## config.mk

```make
export PLATFORM = sky130hd
export DESIGN_NAME = seg_display_sched_flat
export DESIGN_NICKNAME = d
export VERILOG_FILES = /design/src/rtl/seg_display_sched_if.sv /design/src/rtl/seg_display_sched.sv /design/src/flat_wrapper.sv
export SDC_FILE = /design/constraint.sdc
export NUM_CORES = 1
export LEC_CHECK = 0
export ABC_AREA = 1
export BUFFER_PORTS_ARGS = -buffer_cell sky130_fd_sc_hd__buf_4
export CELL_PAD_IN_SITES_DETAIL_PLACEMENT = 0
export CELL_PAD_IN_SITES_GLOBAL_PLACEMENT = 1
export CORE_MARGIN = 10
export CORE_UTILIZATION = 41
export DETAILED_ROUTE_END_ITERATION = 7
export PLACE_DENSITY_LB_ADDON = 0.1
export REMOVE_ABC_BUFFERS = 1
export SYNTH_ARGS = -nofsm -noshare
export SYNTH_HDL_FRONTEND = slang
export SYNTH_SLANG_ARGS = --single-unit
```

## constraint.sdc

```tcl
create_clock -name clk -period 3.6 [get_ports clk]
set_input_delay 0.54 -clock clk [delete_from_list [all_inputs] [get_ports clk]]
set_output_delay 0.54 -clock clk [all_outputs]
set_load 0.05 [all_outputs]
```

## src/rtl/seg_display_sched_if.sv

```systemverilog
// rtl/seg_display_sched_if.sv - request/grant bundle between display sources and the scheduler
interface seg_display_sched_if;
  logic [3:0]  req;
  logic [15:0] data0;
  logic [15:0] data1;
  logic [15:0] data2;
  logic [15:0] data3;
  logic [3:0]  grant;
  logic [3:0]  ack;
  logic [1:0]  src;
  logic        busy;

  modport master (output req, data0, data1, data2, data3,
                  input  grant, ack, src, busy);
  modport slave  (input  req, data0, data1, data2, data3,
                  output grant, ack, src, busy);
endinterface

```

## src/rtl/seg_display_sched.sv

```systemverilog
// rtl/seg_display_sched.sv - round-robin / manual scheduler for the four-digit seven-segment display
module seg_display_sched #(
  parameter int DWELL    = 24000,
  parameter int DEBOUNCE = 5000,
  parameter int CW       = 32
) (
  input  logic                clk,
  input  logic                reset,
  seg_display_sched_if.slave  bus,
  input  logic                mode,
  input  logic                btn_next,
  output logic [3:0]          anw_0,
  output logic [3:0]          anw_1,
  output logic [3:0]          anw_2,
  output logic [3:0]          anw_3
);
  typedef enum logic [2:0] {IDLE, GRANT, HOLD, DONE, MANUAL} state_t;

  state_t          state, state_nx;
  logic [1:0]      ptr, win, sel, pick;
  logic [15:0]     shown, win_data, sel_data;
  logic [CW-1:0]   cnt, db_cnt;
  logic            sync0, sync1, db_level, db_prev;
  logic            any_req;

  function automatic logic [15:0] data_at(input logic [1:0] idx,
                                          input logic [15:0] d0, input logic [15:0] d1,
                                          input logic [15:0] d2, input logic [15:0] d3);
    case (idx)
      2'd0:    return d0;
      2'd1:    return d1;
      2'd2:    return d2;
      default: return d3;
    endcase
  endfunction

  // Search from ptr+4 down to ptr+1 so the nearest requester after ptr wins last.
  always_comb begin
    any_req = |bus.req;
    pick    = ptr;
    for (int k = 4; k >= 1; k--) begin
      if (bus.req[2'(ptr + 2'(k))]) pick = 2'(ptr + 2'(k));
    end
    win_data = data_at(win, bus.data0, bus.data1, bus.data2, bus.data3);
    sel_data = data_at(sel, bus.data0, bus.data1, bus.data2, bus.data3);
  end

  always_comb begin
    state_nx = state;
    case (state)
      IDLE:    if (mode) state_nx = MANUAL;
               else if (any_req) state_nx = GRANT;
      GRANT:   state_nx = HOLD;
      HOLD:    if (cnt == CW'(DWELL - 2)) state_nx = DONE;
      DONE:    state_nx = IDLE;
      MANUAL:  if (!mode) state_nx = IDLE;
      default: state_nx = IDLE;
    endcase
  end

  always_ff @(posedge clk or posedge reset) begin
    if (reset) state <= IDLE;
    else       state <= state_nx;
  end

  always_ff @(posedge clk or posedge reset) begin
    if (reset) begin
      bus.grant <= '0;
      bus.ack   <= '0;
      bus.src   <= '0;
      bus.busy  <= 1'b0;
      ptr       <= 2'd3;
      win       <= '0;
      sel       <= '0;
      shown     <= '0;
      cnt       <= '0;
      db_cnt    <= '0;
      sync0     <= 1'b0;
      sync1     <= 1'b0;
      db_level  <= 1'b0;
      db_prev   <= 1'b0;
    end else begin
      sync0   <= btn_next;
      sync1   <= sync0;
      db_prev <= db_level;
      // The counter only runs while the synchronised level disagrees with the accepted one.
      if (sync1 == db_level) begin
        db_cnt <= '0;
      end else if (db_cnt == CW'(DEBOUNCE - 1)) begin
        db_level <= sync1;
        db_cnt   <= '0;
      end else begin
        db_cnt <= db_cnt + CW'(1);
      end

      bus.ack <= '0;
      case (state)
        IDLE: if (!mode && any_req) begin
          bus.grant <= 4'b0001 << pick;
          bus.busy  <= 1'b1;
          win       <= pick;
          ptr       <= pick;
        end
        GRANT: begin
          shown   <= win_data;
          bus.src <= win;
          cnt     <= '0;
        end
        HOLD: begin
          cnt <= cnt + CW'(1);
          if (cnt == CW'(DWELL - 2)) bus.ack <= bus.grant;
        end
        DONE: begin
          bus.grant <= '0;
          bus.busy  <= 1'b0;
        end
        MANUAL: begin
          shown   <= sel_data;
          bus.src <= sel;
          if (db_level && !db_prev) sel <= sel + 2'd1;
        end
        default: ;
      endcase
    end
  end

  assign anw_0 = shown[3:0];
  assign anw_1 = shown[7:4];
  assign anw_2 = shown[11:8];
  assign anw_3 = shown[15:12];
endmodule

```

## src/flat_wrapper.sv

```systemverilog
// flat-port wrapper written by rule: the top's interface ports become plain ports
module seg_display_sched_flat 
#(
  parameter int DWELL    = 24000,
  parameter int DEBOUNCE = 5000,
  parameter int CW       = 32
)
  (clk, reset, mode, btn_next, anw_0, anw_1, anw_2, anw_3, bus_req, bus_data0, bus_data1, bus_data2, bus_data3, bus_grant, bus_ack, bus_src, bus_busy);
  seg_display_sched_if bus_i ();
  input  logic clk;
  input  logic reset;
  input  logic mode;
  input  logic btn_next;
  output logic [3:0] anw_0;
  output logic [3:0] anw_1;
  output logic [3:0] anw_2;
  output logic [3:0] anw_3;
  input wire logic [$bits(bus_i.req)-1:0] bus_req;
  input wire logic [$bits(bus_i.data0)-1:0] bus_data0;
  input wire logic [$bits(bus_i.data1)-1:0] bus_data1;
  input wire logic [$bits(bus_i.data2)-1:0] bus_data2;
  input wire logic [$bits(bus_i.data3)-1:0] bus_data3;
  output wire logic [$bits(bus_i.grant)-1:0] bus_grant;
  output wire logic [$bits(bus_i.ack)-1:0] bus_ack;
  output wire logic [$bits(bus_i.src)-1:0] bus_src;
  output wire logic [$bits(bus_i.busy)-1:0] bus_busy;
  assign bus_i.req = bus_req;
  assign bus_i.data0 = bus_data0;
  assign bus_i.data1 = bus_data1;
  assign bus_i.data2 = bus_data2;
  assign bus_i.data3 = bus_data3;
  assign bus_grant = bus_i.grant;
  assign bus_ack = bus_i.ack;
  assign bus_src = bus_i.src;
  assign bus_busy = bus_i.busy;
  seg_display_sched #(.DWELL(DWELL), .DEBOUNCE(DEBOUNCE), .CW(CW)) u_core (.clk(clk), .reset(reset), .bus(bus_i), .mode(mode), .btn_next(btn_next), .anw_0(anw_0), .anw_1(anw_1), .anw_2(anw_2), .anw_3(anw_3));
endmodule
```

### Word-level counts from Yosys, hierarchy flattened

Cells that the tools add are included.

* register bits after elaboration: 104
* output and inout bits: 27
* logic and storage cells: 84
* input port bits: 72

* reduce and logical (&&, ||, !) cells: 16
* equality and inequality tests: 15
* mux-type cells: 27
* magnitude comparators: 3
* bitwise gates (word level): 1
* shift operators: 1
* add/subtract/negate cells: 6

Operators with widths (number)
* one-hot mux 16 bit (3 select lines): 2
* adder 32 x 1 -> 32 bit (second input constant): 2
* 2-to-1 mux 32 bit: 2
* one-hot mux 32 bit (2 select lines): 1
* == test 32 x 13 -> 1 bit (second input constant): 1
* == test 32 x 15 -> 1 bit (second input constant): 1
* one-hot mux 16 bit (2 select lines): 1
* 2-to-1 mux 3 bit: 4
* 2-to-1 mux 4 bit: 3
* one-hot mux 3 bit (4 select lines): 1
* < comparator 2 x 3 -> 1 bit (second input constant): 3
* one-hot mux 4 bit (2 select lines): 1
* AND reduction 2 bit: 4
* binary-select mux 1 bit (select 2 bit): 3
* == test 3 x 2 -> 1 bit (second input constant): 2
* 2-to-1 mux 2 bit: 3
* nonzero test 2 bit: 3
* adder 2 x 1 -> 2 bit (second input constant): 2
* adder 2 bit (second input constant): 2
* == test 2 x 1 -> 1 bit (second input constant): 2
* == test 2 bit (second input constant): 2
* logical NOT 2 bit: 2
* 2-to-1 mux 1 bit: 4
* inequality test 2 x 1 -> 1 bit (second input constant): 2
* 14 further kinds: 16

### Logic depth before layout (Yosys ltp)

* word-level depth: 9
* mapped depth: 12

### Worst setup path before layout

OpenSTA, ideal clock, no wires.

* kind: register to register
* from: reg u_core.sel[0]
* to: reg u_core.shown[12]
* arrival time: 1479 ps
* cell stages (with the launch flop): 9
* path buffers: 2
* slack: 2052 ps
* path through: dfrtp_1 inv_1 ha_1 clkbuf_1 clkbuf_1 a21oi_1 a31oi_1 o21ai_0 nand3_1

* longest elaborated chain between the ends: 3
* elaborated cells between the ends (all ways): 5

RTL lines
* from (decl): RTL line seg_display_sched.sv:20 `logic [1:0] ptr, win, sel, pick;`
* from (signal assigned): RTL line seg_display_sched.sv:120 `if (db_level && !db_prev) sel <= sel + 2'd1;`
* == test 2 bit (tied with other cells): RTL line seg_display_sched.sv:29 `case (idx)`
* one-hot mux 16 bit (3 select lines) (*): RTL line seg_display_sched.sv:29
* one-hot mux 16 bit (2 select lines) (*): RTL line seg_display_sched.sv:97 `case (state)`
* to (signal assigned): RTL line seg_display_sched.sv:105 `shown <= win_data;`
* to (signal assigned): RTL line seg_display_sched.sv:118 `shown <= sel_data;`
* to (decl): RTL line seg_display_sched.sv:21 `logic [15:0] shown, win_data, sel_data;`

Mark *: on every way between the ends. The rest lies on a longest branch, timed or not.
A chain may end at the register's enable or synchronous reset.

### Worst setup path after layout

* from: reg u_core.state[2]
* to: reg u_core.cnt[1]

* longest elaborated chain between the ends: 2
* elaborated cells between the ends (all ways): 4

RTL lines
* from (decl): RTL line seg_display_sched.sv:19 `state_t state, state_nx;`
* from (signal assigned): RTL line seg_display_sched.sv:63 `else state <= state_nx;`
* == test 3 x 2 -> 1 bit / == test 3 x 1 -> 1 bit (equally long branches): RTL line seg_display_sched.sv:97
* one-hot mux 32 bit (2 select lines) / nonzero test 2 bit (equally long branches)
* to (signal assigned): RTL line seg_display_sched.sv:110 `cnt <= cnt + CW'(1);`
* to (decl): RTL line seg_display_sched.sv:22 `logic [CW-1:0] cnt, db_cnt;`

Several ways; a longest one is shown, not always the timed one.

==> impl_results.md <==
* Core box area at approximately 0.016 mm^2
* Full die area at 0.02204 mm^2
* Diode insertion count for antenna repair at 0
* Drt pass-1 iters at 5
* Final setup viols at 0
* Width of the die at 148.5 um
* Data required time of the worst path at 3.85 ns
* Worst rel slew slack at 0.4158
* Nets at about 1100
* Design Area, Final at 0.007973 mm^2
* P_int at 2.398 mW
* Number of distinct library cell variants in the gate-level netlist after synthesis at 38
* DRC violation total after the first TritonRoute iteration at 520
* Count of nets left with antenna violations after detail routing at 0
* Reg power frac at 0.352
* Fraction of final layout cells sized beyond drive strength 1 at 0.1561
* Critical path start-end classification: flop to flop
* Clock-pin slew on the worst setup and hold paths at roughly 0.08 ns
* Clock Tree Buf Depth at 2
* Total setup buffers inserted after CTS at 0
* Maximum number of pins on one net before global-route repair at 67
* Routed via count divided by cell count at 5.158
* Slowest cell on crit path: sky130_fd_sc_hd__nor3_4
* PnR worst setup slack at 1.496 ns
* Synth async-reset ratio at 1.000
* Clk network pwr share at 0.226
* Transition time at the pin with the least slew margin at 0.8762 ns
* Synthesized cell area at 0.006765 mm^2
* Switching part of the total power at 0.4552
* Max-cap violations at 0
* Count of cells resized by post-cts repair at 0
* Final routed wire length divided by cell count at 16.06 um
* Arrival time of data at the critical path endpoint at between 2 and 2.5 ns
* Number of port buffers at a little under 100
* Routed Wire Length at 20660 um
* Pins over their slew limit at 0
* Clock tree from TritonCTS: built
* Synthesis-to-finish area growth at 17.85%
* Hold crit path type: input port to flop
* Total of warnings raised by yosys at 0
* Logic pwr share at 0.422
* Worst-case setup slack after placement at 1.488 ns
* Number of flip-flops and latches in the synthesized netlist at 104
* Detailed placer's ending HPWL at roughly 16000 um
* Clock tree skew after final layout at 0.01300 ns
* Number of clock buffers inserted by TritonCTS at 9
* Number of top-level pins at 99
* Critical Path Sink Type: flop
* Placer Congestion at 0.8832
* Count of standard-cell rows at 46
* Power Dens Cells at 552.2 mW/mm^2
* Clock latency on the worst-skew pair at 0.37 ns
* Setup repair after global routing missed its margin: no
* Total via count in the routed design at 6633
* Category of the worst setup path launch point: flop
* Number of buffer and inverter stages on the critical path at 2
* # clock sinks at 104
* Antenna violations before repair at 0
* Share of the cycle needed by the critical path after routing at 0.5844
* Worst-path fanout max at 14
* Initial Utilization at 0.4228
* Number of global-route vias before repair at 6640
* Top FF cell, synth: sky130_fd_sc_hd__dfrtp_1
* Clock period minus worst slack at 2.104 ns
* First-pass GRT wire length at 34240 um
* Total global-route track usage at 0.1918
* Outcome: finished clean
* Kind of cell adding the most delay to the critical path: simple AND/OR/NAND/NOR gates
* Post-Synthesis Cells at 981
* Root buffer cell: sky130_fd_sc_hd__clkbuf_16
* Max VDD drop at 0.4796 mV
* Switching pwr at approximately 2.0 mW
* Max Freq at 475.3 MHz
* Grt total ovfl at 0
* Mean post-synth cell area at 6.896 um^2
* Chip Height at 148.5 um
* Level count of the clock H-tree at 3
* List of cells traversed by the critical path: nor3_4 -> inv_2 -> nand2_1 -> inv_2 -> nand2_1 -> o21ai_0
* Setup_tns at 0 ns
* Part of the Yosys area used for sequential elements at 0.3851
* Number of hold violations in the final report at 0
* Count of flip-flops with a built-in enable after synthesis at 0
* DRC violation count after routing at 0
* Slowest cell delay on critical path at 0.57 ns
* Total cell area at the placement stage at ~0.0077 mm^2
* Leakage component of the power at roughly 3.7 nW
* CTS hold repair buffers at 0
[cells by family (layout without fill, tap and decap cells)]
group / Yosys count / after routing / share of synthesized area
AND/OR/NAND/NOR: 553 / 553 / 0.3623
adder cells (fa/ha/maj): 7 / 7 / 0.01295
multiplexers: 2 / 2 / 0.002959
XOR/XNOR: 29 / 29 / 0.03754
AO/OA/AOI/OAI: 139 / 139 / 0.1137
flip-flops: 104 / 104 / 0.3851
buffers and inverters: 147 / 236 / 0.08544
[flip-flops by register name (all words and copies together) (netlist names)]
| signal | count |
|---|---|
| u_core.ptr | 2 |
| u_core.db_cnt | 32 |
| u_core.bus.src | 2 |
| u_core.bus.ack | 4 |
| u_core.bus.grant | 4 |
| u_core.db_prev | 1 |
| u_core.state | 3 |
| u_core.db_level | 1 |
| u_core.sync1 | 1 |
| u_core.shown | 16 |
| u_core.sync0 | 1 |
| u_core.bus.busy | 1 |
| u_core.sel | 2 |
| u_core.win | 2 |
| u_core.cnt | 32 |
[worst paths after layout]
path                                                endpoint  cells after the start  slack (ns)                   startpoint
worst max register to register     u_core.cnt[1]$_DFFE_PP0P_                      6        1.50  u_core.state[2]$_DFFE_PP0P_
min in group asynchronous       u_core.shown[12]$_DFFE_PP0P_                      2        0.37                        reset
worst min register to register        u_core.sync1$_DFF_PP0_                      0        0.44       u_core.sync0$_DFF_PP0_
worst max-delay path               u_core.cnt[1]$_DFFE_PP0P_                      6        1.50  u_core.state[2]$_DFFE_PP0P_
max in group asynchronous          u_core.ptr[0]$_DFFE_PP1P_                      3        2.50                        reset
worst min-delay path                  u_core.sync0$_DFF_PP0_                      1        0.27                     btn_next
[final cells by class]
| type | instances | area, um^2 |
|---|---|---|
| Clock buffer | 9 | 225.2 |
| Multi-Input combinational cell | 730 | 3582 |
| Clock inverter | 7 | 66.31 |
| Tap cell | 216 | 270.3 |
| Sequential cell | 104 | 2605 |
| Timing Repair Buffer | 102 | 778.2 |
| Fill cell | 1723 | 8028 |
| Inverter | 118 | 445.4 |
[metrics by stage]
step | cells | utilization | power [mW] | hold WS, ns
after floorplan | 952 | - | 2.782 | 0.3312
after global placement | 1270 | 0.4801 | 3.434 | 0.4216
after detailed placement | 1270 | 0.4801 | 3.435 | 0.4099
after CTS | 1286 | 0.4983 | 4.445 | 0.2585
after global routing | 1286 | 0.4983 | 4.712 | 0.2576
final | 1286 | 0.4983 | 4.402 | 0.2723
[synthesized netlist by cell type (2+ instances only)]
library cell	n	area [um^2]
sky130_fd_sc_hd__a21oi_1	34	170.2
sky130_fd_sc_hd__a31oi_1	19	118.9
sky130_fd_sc_hd__buf_2	15	75.07
sky130_fd_sc_hd__clkbuf_1	13	48.80
sky130_fd_sc_hd__dfrtp_1	102	2552
sky130_fd_sc_hd__dfstp_2	2	52.55
sky130_fd_sc_hd__ha_1	7	87.58
sky130_fd_sc_hd__inv_1	104	390.4
sky130_fd_sc_hd__inv_2	13	48.80
sky130_fd_sc_hd__mux2i_1	2	20.02
sky130_fd_sc_hd__nand2_1	285	1070
sky130_fd_sc_hd__nand2_2	3	18.77
sky130_fd_sc_hd__nand3_1	74	370.4
sky130_fd_sc_hd__nand3_2	2	20.02
sky130_fd_sc_hd__nand4_1	21	131.4
sky130_fd_sc_hd__nor2_1	108	405.4
sky130_fd_sc_hd__nor2_2	9	56.30
sky130_fd_sc_hd__nor2_4	5	56.30
sky130_fd_sc_hd__nor3_1	30	150.1
sky130_fd_sc_hd__nor3_2	8	80.08
sky130_fd_sc_hd__nor3_4	3	48.80
sky130_fd_sc_hd__o211ai_1	12	90.09
sky130_fd_sc_hd__o21ai_0	54	270.3
sky130_fd_sc_hd__o21ai_1	9	45.04
sky130_fd_sc_hd__o22ai_1	7	43.79
sky130_fd_sc_hd__xnor2_1	6	52.55
sky130_fd_sc_hd__xor2_1	23	201.4
[power by group through the flow]
| stage | Sequential (mW) | Combinational, mW | Clock (mW) |
|---|---|---|---|
| detailed placement | 1.57 | 1.86 | 0 |
| CTS | 1.55 | 1.87 | 1.03 |
| global route | 1.58 | 2.06 | 1.08 |
| finish | 1.55 | 1.86 | 0.996 |
| global placement | 1.57 | 1.86 | 0 |
| floorplan | 1.93 | 0.856 | 0 |
[placed cells by master, fill, tap and decap left out, types with 2 or more instances in the layout]
cell | synthesis | routed
sky130_fd_sc_hd__inv_6 | 0 | 4
sky130_fd_sc_hd__clkbuf_16 | 0 | 9
sky130_fd_sc_hd__nor2_1 | 108 | 108
sky130_fd_sc_hd__o211ai_1 | 12 | 12
sky130_fd_sc_hd__o21ai_0 | 54 | 54
sky130_fd_sc_hd__ha_1 | 7 | 7
sky130_fd_sc_hd__nor2_2 | 9 | 9
sky130_fd_sc_hd__xor2_1 | 23 | 23
sky130_fd_sc_hd__nand2_1 | 285 | 285
sky130_fd_sc_hd__buf_4 | 0 | 101
sky130_fd_sc_hd__a31oi_1 | 19 | 19
sky130_fd_sc_hd__nand4_1 | 21 | 21
sky130_fd_sc_hd__inv_8 | 0 | 2
sky130_fd_sc_hd__nand3_1 | 74 | 74
sky130_fd_sc_hd__mux2i_1 | 2 | 2
sky130_fd_sc_hd__a21oi_1 | 34 | 34
sky130_fd_sc_hd__inv_1 | 104 | 103
sky130_fd_sc_hd__inv_2 | 13 | 13
sky130_fd_sc_hd__nor3_4 | 3 | 3
sky130_fd_sc_hd__nor2_4 | 5 | 5
sky130_fd_sc_hd__nor3_2 | 8 | 8
sky130_fd_sc_hd__nand2_2 | 3 | 3
sky130_fd_sc_hd__xnor2_1 | 6 | 6
sky130_fd_sc_hd__nor3_1 | 30 | 30
sky130_fd_sc_hd__dfrtp_1 | 102 | 102
sky130_fd_sc_hd__o22ai_1 | 7 | 7
sky130_fd_sc_hd__o21ai_1 | 9 | 9
sky130_fd_sc_hd__dfstp_2 | 2 | 2
sky130_fd_sc_hd__nand3_2 | 2 | 2
[metal layers]
layer	vias to the layer above	GRT usage	share of wire	wire [um]
met5	-	0	0	0
met3	29	0.03337	0.045	938
li1	3355	-	-	-
met2	177	0.3235	0.49	10050
met1	3072	0.2432	0.45	9283
met4	0	0.06046	0.019	384
Power figures use the tool's default switching activity.
